`config.mk`:
```
export PLATFORM = sky130hd
export DESIGN_NAME = noc_resp_arb
export DESIGN_NICKNAME = d
export VERILOG_FILES = /design/src/rtl/noc_resp_arb.sv
export SDC_FILE = /design/constraint.sdc
export NUM_CORES = 1
export LEC_CHECK = 0
export CORE_UTILIZATION = 40
export CTS_CLUSTER_DIAMETER = 150
export DETAILED_ROUTE_END_ITERATION = 16
export PLACE_DENSITY = 0.74
export SYNTH_ARGS = -nofsm -noshare
export SYNTH_HDL_FRONTEND = slang
export SYNTH_HIERARCHICAL = 1
export SYNTH_SLANG_ARGS = --single-unit
```
`constraint.sdc`:
```
create_clock -name clk -period 4.5 [get_ports clk]
set_clock_uncertainty 0.1 [all_clocks]
set_input_delay 0.9 -clock clk [delete_from_list [all_inputs] [get_ports clk]]
set_output_delay 0.9 -clock clk [all_outputs]
set_load 0.005 [all_outputs]
```
`src/rtl/noc_resp_arb.sv`:
```
// noc_resp_arb: packet-granular arbiter driving the outbound NoC byte channel.
// Round-robin by default; define NOC_ARB_FIXED_PRIO_EN for lowest-index-wins priority.

module noc_resp_arb_lane (
  input  logic       gnt,
  input  logic       valid,
  input  logic       last,
  input  logic [7:0] data,
  output logic       ready,
  output logic       last_sel,
  output logic [7:0] data_sel
);
  assign ready    = gnt & valid;
  assign last_sel = last & ready;
  assign data_sel = data & {8{ready}};
endmodule

module noc_resp_arb #(
  parameter int NREQ   = 3,
  parameter int MAXLEN = 203
) (
  input  logic              clk,
  input  logic              reset,
  input  logic [NREQ-1:0]   src_req,
  input  logic [8*NREQ-1:0] src_data,
  input  logic [NREQ-1:0]   src_valid,
  input  logic [NREQ-1:0]   src_last,
  output logic [NREQ-1:0]   src_ready,
  output logic [NREQ-1:0]   gnt,
  output logic              noc_from_dev_ctl,
  output logic [7:0]        noc_from_dev_data,
  output logic              err_len,
  output logic              err_gap
);
  localparam int PW = (NREQ > 1) ? $clog2(NREQ) : 1;

  typedef enum logic [1:0] {IDLE, XFER, GAP} state_t;

  state_t               state, state_nxt;
  logic [NREQ-1:0]      gnt_nxt, winner;
  logic [7:0]           cnt, cnt_nxt, data_nxt, acc_data;
  logic                 ctl_nxt, acc_last, set_len, set_gap, done;
  logic [NREQ-1:0][7:0] lane_data, lane_sel;
  logic [NREQ-1:0]      lane_last;

  assign lane_data = src_data;

  // src_ready depends only on the registered grant and src_valid
  genvar gi;
  generate
    for (gi = 0; gi < NREQ; gi++) begin : g_lane
      noc_resp_arb_lane u_lane (
        .gnt      (gnt[gi]),
        .valid    (src_valid[gi]),
        .last     (src_last[gi]),
        .data     (lane_data[gi]),
        .ready    (src_ready[gi]),
        .last_sel (lane_last[gi]),
        .data_sel (lane_sel[gi])
      );
    end
  endgenerate

  always_comb begin
    acc_data = '0;
    acc_last = 1'b0;
    for (int i = 0; i < NREQ; i++) begin
      acc_data = acc_data | lane_sel[i];
      acc_last = acc_last | lane_last[i];
    end
  end

`ifdef NOC_ARB_FIXED_PRIO_EN
  always_comb begin
    winner = '0;
    for (int i = NREQ - 1; i >= 0; i--) begin
      if (src_req[i]) begin
        winner    = '0;
        winner[i] = 1'b1;
      end
    end
  end
`else
  logic [PW-1:0] ptr, gidx, idx;
  logic [PW:0]   sum;

  // Scan from farthest to nearest after ptr so the nearest requester wins.
  always_comb begin
    winner = '0;
    sum    = '0;
    idx    = '0;
    for (int k = NREQ; k >= 1; k--) begin
      sum = {1'b0, ptr} + (PW+1)'(k);
      if (sum >= (PW+1)'(NREQ)) sum = sum - (PW+1)'(NREQ);
      idx = sum[PW-1:0];
      if (src_req[idx]) begin
        winner      = '0;
        winner[idx] = 1'b1;
      end
    end
  end

  always_comb begin
    gidx = '0;
    for (int i = 0; i < NREQ; i++)
      if (gnt[i]) gidx = PW'(i);
  end

  always_ff @(posedge clk or negedge reset) begin
    if (!reset)    ptr <= PW'(NREQ - 1);
    else if (done) ptr <= gidx;
  end
`endif

  always_comb begin
    state_nxt = state;
    gnt_nxt   = gnt;
    cnt_nxt   = cnt;
    ctl_nxt   = 1'b0;
    data_nxt  = '0;
    set_len   = 1'b0;
    set_gap   = 1'b0;
    done      = 1'b0;
    case (state)
      IDLE: begin
        if (|src_req) begin
          gnt_nxt   = winner;
          cnt_nxt   = '0;
          state_nxt = XFER;
        end
      end
      XFER: begin
        if (|src_ready) begin
          ctl_nxt  = (cnt == 8'd0);
          data_nxt = acc_data;
          cnt_nxt  = (cnt == 8'hff) ? cnt : cnt + 8'd1;
          if (acc_last) begin
            done = 1'b1;
          end else if (cnt == 8'(MAXLEN - 1)) begin
            done    = 1'b1;
            set_len = 1'b1;
          end
        end else begin
          set_gap = 1'b1;
        end
      end
      GAP:     state_nxt = IDLE;
      default: begin
        state_nxt = IDLE;
        gnt_nxt   = '0;
      end
    endcase
    if (done) begin
      state_nxt = GAP;
      gnt_nxt   = '0;
    end
  end

  always_ff @(posedge clk or negedge reset) begin
    if (!reset) begin
      state             <= IDLE;
      gnt               <= '0;
      cnt               <= '0;
      noc_from_dev_ctl  <= 1'b0;
      noc_from_dev_data <= '0;
      err_len           <= 1'b0;
      err_gap           <= 1'b0;
    end else begin
      state             <= state_nxt;
      gnt               <= gnt_nxt;
      cnt               <= cnt_nxt;
      noc_from_dev_ctl  <= ctl_nxt;
      noc_from_dev_data <= data_nxt;
      err_len           <= err_len | set_len;
      err_gap           <= err_gap | set_gap;
    end
  end
endmodule

```
======== Word level (Yosys, flattened, before mapping) ========
Cells that the tools add are included.
operators by class
  eq/ne operators ......................... 10
  bitwise logic cells ..................... 15
  $add $sub $neg .......................... 7
  order comparisons ....................... 9
  reductions and logical operators ........ 12
  multiplexer cells ....................... 43
operators by type and width
  cell                   count
  $mux W8                5
  $and A8 B8 Y8          3
  $mux W1                18
  $eq A8 B8 Y1 const B   2
  $or A8 B8 Y8           2
  $pmux W8 S2            1
  $mux W3                5
  $mux W2                6
  $ge A3 B2 Y1 const B   3
  $lt A2 B3 Y1 const B   3
  $add A8 B1 Y8 const B  1
  $logic_not A8 Y1       1
  $ne A2 B2 Y1 const B   4
  $add A2 B2 Y3 const B  2
  $and A1 B1 Y1          6
  $bmux W1 S2            3
  $demux W1 S2           3
  $ge A2 B1 Y1 const B   3
  $pmux W3 S2            1
  $reduce_or A3 Y1       2
  $sub A2 B2 Y2 const B  3
  $or A1 B1 Y1           4
  $pmux W2 S2            1
  $reduce_and A2 Y1      2
  other kinds (10)       12
word-level totals
  bits of input ports ..................... 35
  register bits ........................... 26

======== Depth between registers and ports, before layout ========
Gate-level depths: netlist of the first run.
  depth after elaboration ................. 13
  mapped depth ............................ 8

======== By module ========
The synthesis of the first run kept the hierarchy.
by module, submodules not included
  module             cells each  area an instance (um2)  instances
  noc_resp_arb       146         1441.4                  1
  noc_resp_arb_lane  10          63.8                    3

======== Worst setup path before layout of the first run ========
OpenSTA, ideal clock, no wires.
  kind .................................... input-to-reg
  start ................................... in src_valid[1]
  end ..................................... reg cnt[3]
  arrival ................................. 2062 ps
  cell stages on the path ................. 6
  buffers on the path ..................... 0
  path slack .............................. 2202 ps
  library setup time ...................... 136 ps
  cell sequence ........................... and2_2 > nor3_1 > and2b_1 > o22ai_2 > or3_1 > a21oi_1
on the way
  longest elaborated chain between the ends .. 4
ends and longest elaborated chain
  element                             RTL line  text
  start, declared                     26        input logic [NREQ-1:0] src_valid,
  $and A1 B1 Y1                       13        assign ready = gnt & valid;
  $reduce_or A3 Y1                    133       if (|src_ready) begin
  $ne A2 B2 Y1 (no source line)       --
  $reduce_and A4 Y1 (no source line)  --
  end signal, assigned                171       cnt <= cnt_nxt;
  end, declared                       41        logic [7:0] cnt, cnt_nxt, data_nxt, acc_data;
Every way passes these cells.
A chain may end at the register's enable or synchronous reset.

======== Worst setup path in the final report of the first run ========
  start ................................... in src_valid[0]
  end ..................................... out src_ready[0]
on the way
  longest elaborated chain between the ends .. 1
ends and longest elaborated chain
  element        RTL line  text
  $and A1 B1 Y1  13
  end, declared  28        output logic [NREQ-1:0] src_ready,
Every way passes these cells.

==> results of run 1 <==
==> registers in the layout (all words and copies together) (netlist names) <==
name / flops
cnt: 8
noc_from_dev_data: 8
gnt: 3
ptr: 2
state: 2
err_gap: 1
err_len: 1
noc_from_dev_ctl: 1
==> final cells by class <==
cell class | instances | area [um^2]
Sequential cell | 26 | 652
Clock buffer | 3 | 41.3
Multi-Input combinational cell | 138 | 923
Clock inverter | 1 | 30.0
Timing Repair Buffer | 53 | 526
Fill cell | 325 | 1540
Tap cell | 48 | 60.1
Inverter | 8 | 30.0
==> critical path: stages <==
cell and delay, ps:
clkdlybuf4s50_1 630, and2_2 210, clkdlybuf4s50_1 500
==> power breakdown <==
part	switching (mW)	leakage (nW)	total [mW]	internal [mW]
combinational	0.229	0.666	0.446	0.218
sequential	0.0729	0.342	0.354	0.281
clock	0.0752	0.0357	0.194	0.119
==> placed cells by master, fill, tap and decap left out, types with 3 or more instances in the layout <==
cell	count
nand3_1	5
nor3_1	11
xnor2_1	4
dfrtp_1	25
ha_1	7
a21o_1	5
o21ai_0	5
clkdlybuf4s50_1	51
clkbuf_8	3
nand2_1	10
nor2_1	14
a21oi_1	4
and3_1	28
and2_2	3
inv_1	7
o21ai_1	7
==> metrics by stage <==
step,power [mW],std cells
2_1_floorplan,0.646,176
4_1_cts,0.999,277
3_5_place_dp,0.803,273
6_report,0.995,277
5_1_grt,1.07,277
3_3_place_gp,0.796,273
==> logic make-up after synthesis <==
| group | count (synthesis) | synth area share (%) |
|---|---|---|
| fa+ha+maj | 7 | 5.36 |
| flops | 26 | 39.9 |
| xor+xnor | 4 | 2.15 |
| buf+inv | 12 | 3.52 |
| mux | 4 | 2.61 |
| simple gates | 88 | 30.8 |
| compound gates | 35 | 15.6 |
==> worst max path at each step <==
stage                  from            to  slack (ps)  cells past startpoint
4_1_cts        src_valid[0]  src_ready[0]        1250                      3
5_1_grt        src_valid[2]  src_ready[2]        1210                      3
3_3_place_gp   src_valid[0]  src_ready[0]        1270                      3
2_1_floorplan  src_valid[1]        cnt[3]        2200                      6
6_report       src_valid[0]  src_ready[0]        1260                      3
3_5_place_dp   src_valid[0]  src_ready[0]        1260                      3
==> layer usage <==
metal	wire length, um	vias to the layer above	track usage, %
met3	114	6	4.48
met4	52	0	5.16
met5	0	-	0
met1	1790	735	26.3
met2	2000	31	33.5
li1	-	745	-
==> results by stage, run 1 <==
Floorplanning:
- The initialized floorplan defines 22 standard-cell rows.
- The die extent in y is 65.9 um.
- In this run the count of I/O pins placed on the die edge is 52.
- Once the floorplan was initialized, standard cells occupied a little over two fifths of the core.
- Measured along the x axis, the die boundary spans ~66 um.
- The area of the placeable core is between 3000 and 4000 um^2.
- The area of the die is around 4300 um^2.

Power:
- Dividing total power by cell area gives a power density of roughly 440 nW/um^2.
- The static leakage is ~1.0 nW.
- The worst-case IR drop observed on VDD is around 0.00022 V.

Final layout:
- The repair_antennas step left the layout with diodes totalling 0.
- The number of nets in the layout is around 270.
- The finished layout cell area is 2260 um^2.
- From synthesis to final layout, the design area changed by 38.5%.
- In the final layout, the share of cells above drive strength 1 is under 10%.
- The core occupancy in the finished layout is 59.6%.

Routing:
- The number of vias per cell is roughly 5.5.
- Detailed routing inserted a total of ~1500 vias.
- The post-route DRC violation count is 0.
- The number of nets with antenna violations after detailed routing is 0.
- The first detailed-routing pass ran for 4 iterations.
- The first routing iteration left 73 violations.
- The detailed-route wire length is between 3000 and 4000 um.
- Dividing the detail-routed wire length by the instance count gives between 10 and 15 um.

Setup path:
- The capture point of the worst reg-to-reg path is gnt[2].
- For the worst setup path, the data arrival time is 2240 ps.
- For the worst setup path, the data required time is approximately 3500 ps.
- STA classifies the critical path endpoint as a primary output.
- In this run the worst path has a maximum fanout of 10.
- The setup slack on the worst flop-to-flop path is ~2200 ps.
- The path type of the worst setup path is in2out.
- The depth of the worst register-to-register path is 7.
- The worst setup path is launched from an input port.
- The worst register-to-register path begins at ptr[1].

Logic synthesis:
- The count of flip-flops with a built-in enable after synthesis is 0.
- The synthesized design spends more area on one cell type than any other, namely dfrtp_1.
- In this run, synthesis produced a sequential element count of 26.
- The share of the synthesized area in the top cell type is approximately two fifths.
- After synthesis, the cell types taking the most area are dfrtp_1, and3_1, ha_1.
- Summing the sequential cell areas from Yosys gives between 30% and 40% of the chip area.
- The most repeated cell in the gate-level netlist after synthesis is and3_1.
- Synthesis produced a netlist whose cell count is 176.
- The number of nets in the synthesized netlist is about 220.
- The share of async-settable or async-resettable flops after synthesis is 100%.
- The flip-flop cell with the highest count after synthesis is dfrtp_1.
- The synthesized area is around 1600 um^2.
- The number of unique standard cell types used by synthesis is 47.
- The yosys synthesis warning count is 6.
- Ranked by instance count, the synthesized netlist is headed by and3_1, dfrtp_1, nor2_1.
- A synthesized cell averages 9.28 um^2.

STA:
- For this run, the top clock speed supported by timing is slightly above 300 MHz.
- Summed over all failing endpoints, the final setup total negative slack is 0 ps.
- The worst slew slack as a fraction of its limit is 27.0%.
- The setup slack after layout is ~1300 ps.
- In the finished design, the share of the clock period the worst path needs comes to between 70% and 80%.
- For the pin with the worst max-slew slack, the measured transition is 1090 ps.
- The worst hold-check slack is 372 ps.
- The final count of pins violating max slew is 0.
- The final hold violation count is 0.
- The final critical-path required period is 3240 ps.
- The final number of setup-violating endpoints is 0.
- Setup repair after global routing left no endpoint under its margin.

Hold path:
- The min-delay analysis places its worst path in the category reg2reg.
- Counting instances, the worst hold path has a depth of 1.
- The startpoint of the worst hold path is err_gap.
- The end of the worst hold path is err_gap.

Global routing:
- Entering global routing, the biggest net connects 27 pins.
- The overall overflow remaining after global route is 0.
- In the global route stage, overall resource usage came out at approximately a fifth.
- The first global-routing pass estimated between 6000 and 7000 um of wire.
- The number of global-route vias before repair is approximately 1400.
- The number of antenna violations at the first check in global routing is 0.

CTS:
- Buffers inserted during clock tree synthesis total 3.
- For this design, the sink count on the clock tree is 26.
- The clock reaches the later pin of the worst-skew pair after between 200 and 300 ps.
- The post-CTS clock slew at the launch and capture registers of the worst setup and hold paths is ~80 ps.
- The number of buffers on the longest clock path is 2.
- The library cell used as clock root buffer is clkbuf_8.
- After clock tree synthesis, the repair step resized 0 gates.
- The number of buffers added to fix hold violations after cts is 0.
- The CTS H-tree depth is 1.
- The TritonCTS clock tree is yes.
- Post-CTS timing repair inserted 0 buffers for setup.

Status:
- The run finished with clean final reports.

Placed design:
- Routability-driven placement finished with a final weighted congestion of between 0.7 and 0.8.
- Buffers placed on the I/O ports in this run total 51.
- The worst slack after detailed placement is about 1300 ps.
- The area after detailed placement is 2190 um^2.
- The placed wire-length estimate after detailed placement is just under 3000 um.

Flow run:
- Max-cap violations in this run came to 0.
(Power assumes the default switching activity.)
==> run 2: changes to the inputs <==
--- a/config.mk
+++ b/config.mk
@@ -8,7 +8,7 @@
 export CORE_UTILIZATION = 40
 export CTS_CLUSTER_DIAMETER = 150
 export DETAILED_ROUTE_END_ITERATION = 16
-export PLACE_DENSITY = 0.74
+export PLACE_DENSITY = 0.76
 export SYNTH_ARGS = -nofsm -noshare
 export SYNTH_HDL_FRONTEND = slang
 export SYNTH_HIERARCHICAL = 1
==> constraint.sdc (replaced) <==
create_clock -name clk -period 2.7 [get_ports clk]
set_clock_uncertainty 0.1 [all_clocks]
set_input_delay 0.54 -clock clk [delete_from_list [all_inputs] [get_ports clk]]
set_output_delay 0.54 -clock clk [all_outputs]
set_load 0.005 [all_outputs]
==> results by stage, run 2 (same netlist as run 1, synthesis figures left out) <==
Routing:
- The number of vias per cell is approximately 5.4.
- The average wire length per cell after detail routing is around 14 um.
- Detailed routing placed a total of slightly above 2000 um of wire on met2.
- The detailed-route wire length is between 4000 and 5000 um.
- In the routed design, unresolved DRC markers number 0.
- After detailed routing, no signal wire sits above met4.
- After detailed routing, the met3 layer carries approximately 120 um of wire.
- The initial detailed-routing violation count is between 70 and 80.
- The detail route stage leaves a number of antenna-violating nets equal to 0.
- The first detailed-routing pass took 4 iterations.
- The vias after detailed routing is approximately 1600.
- The wire length the detailed router placed on met1 is about 1800 um.

Final layout:
- After the last flow step, the layout net total stands at 280.
- The antenna cell count is 0.
- In the final layout, the registers with the most flip-flops are cnt (8), noc_from_dev_data (8), gnt (3).
- The layout-stage area growth over the synthesis result is 42.2%.
- The fraction of layout instances using a drive strength above 1 is roughly a tenth.
- The library cell used most frequently in the layout, excluding fill and tap cells, is clkdlybuf4s50_1.
- In the layout the commonest cells are clkdlybuf4s50_1, and3_1, dfrtp_1.

CTS:
- The library cell used as clock root buffer is clkbuf_8.
- The post-CTS clock slew at the launch and capture registers of the worst setup and hold paths is roughly 80 ps.
- The sink count of the clock tree is 26.
- The number of buffers added to fix hold violations after cts is 0.
- Clock latency on the worst-skew pair, taken at its later pin, is between 200 and 300 ps.
- The CTS H-tree depth is 1.
- The clock passes through at most 2 buffers.
- The number of gates resized after CTS was 0.
- TritonCTS built the clock tree.
- Counting the buffers created by CTS gives 3.
- The number of post-CTS setup repair buffers is 0.

Global routing:
- After global routing the overflow that remains totals 0.
- The global-route usage over all layers is ~21%.
- The largest net degree at the start of global routing is 27.
- The first-pass GRT wire length is between 6000 and 7000 um.
- The number of global-route vias before repair is between 1000 and 1500.
- The number of antenna violations at the first check in global routing is 0.

Status:
- The flow ran to the end, and the final reports show no timing, DRC or antenna violations.

STA:
- Hold is met by approximately 370 ps.
- Setup repair after global routing left no endpoint under its margin.
- The final hold violation count is 0.
- The worst path needs 2390 ps of the cycle, external delays included.
- The final count of pins violating max slew is 0.
- The worst path uses ~89% of the clock period.
- Summed over all failing endpoints, the final setup total negative slack is 0 ps.
- The final number of setup-violating endpoints is 0.
- For the pin with the worst max-slew slack, the measured transition is about 400 ps.
- The maximum clock rate is ~420 MHz.
- The worst slew slack as a fraction of its limit is 73.3%.

Hold path:
- The type of the worst min-delay path is reg2reg.
- The startpoint of the worst hold path is err_gap.

Setup path:
- At the worst endpoint, the required time is 2060 ps.
- On the critical path the largest part of the delay comes from buffers and inverters.
- In this design, the stage delay of the slowest critical-path cell is about 540 ps.
- Data on the critical path arrives at its endpoint at about 1800 ps.
- Counting stages on the worst path, the most repeated cell is clkdlybuf4s50_1.
- On the critical path, the stage with the largest delay is an instance of clkdlybuf4s50_1.
- Walking the worst path, the cells encountered are clkdlybuf4s50_1 > and2_2 > clkdlybuf4s50_1.
- The worst setup path is captured at a primary output.
- The total buffers and inverters traversed by the critical path is 2.
- The origin of the critical flop-to-flop path is ptr[1].
- STA classifies the critical path startpoint as an input port.
- The critical path starts at src_valid[2].
- Of all nets on the critical path, the largest fanout is 5.
- The critical path is of the in2out type.

Floorplanning:
- The number of placed I/O pins is between 50 and 60.
- The area of the placeable core is 3800 um^2.
- The die extent in y is about 66 um.
- From left edge to right edge, the die measures roughly 66 um.
- For this configuration, the core starts out at a cell density of 43.0%.
- The area of the die is 4340 um^2.
- Row generation in the floorplan step produced 22 rows.

Power:
- Summed over all cells, the static leakage comes to 1.08 nW.
- The power density of the placed cells is ~740 nW/um^2.
- Overall power consumption after layout is estimated at roughly 1.7 mW.
- The maximum vdd ir drop is ~0.00041 V.

Flow run:
- The number of max-cap violations is 0.

Placed design:
- Detailed placement ended at an HPWL of roughly 3200 um.
- The congestion estimate from routability-driven global placement came to approximately 0.8.
- The number of port buffers is just over 50.
run 2: layout make-up:
class	instances	area, um^2
Clock buffer	3	41.3
Clock inverter	1	30.0
Fill cell	341	1480
Inverter	8	30.0
Multi-Input combinational cell	138	923
Sequential cell	26	652
Tap cell	48	60.1
Timing Repair Buffer	61	586
run 2: worst paths after layout:
kind / end / slack (ps) / cells after the start
setup / recovery: src_ready[2] / 310 / 3
hold / removal: err_gap / 370 / 1
setup reg to reg: gnt[2] / 540 / 7
hold reg to reg: err_gap / 370 / 1
max in group asynchronous: ptr[1] / 1660 / 2
min in group asynchronous: noc_from_dev_data[7] / 530 / 2
run 2: through the flow:
stage | cells | setup slack (ps) | utilization [%] | cell area, um^2
3_5_place_dp | 281 | 74.6 | 59.3 | 2250
2_1_floorplan | 176 | 551 | - | 1630
3_3_place_gp | 281 | 124 | 59.3 | 2250
5_1_grt | 285 | 120 | 61.1 | 2320
4_1_cts | 285 | 279 | 61.1 | 2320
6_report | 285 | 306 | 61.1 | 2320
run 2: report_power, final:
group	internal (mW)	switching, mW	total, mW
Clock	0.198	0.122	0.320
Combinational	0.413	0.436	0.849
Sequential	0.469	0.0853	0.554
Total	1.08	0.643	1.72
run 2: routing by layer:
metal  up-vias  global-route usage [%]
li1        767                       -
met3         6                    3.79
met2        35                    35.2
met5         -                       0
met4         0                    6.25
met1       742                    26.1
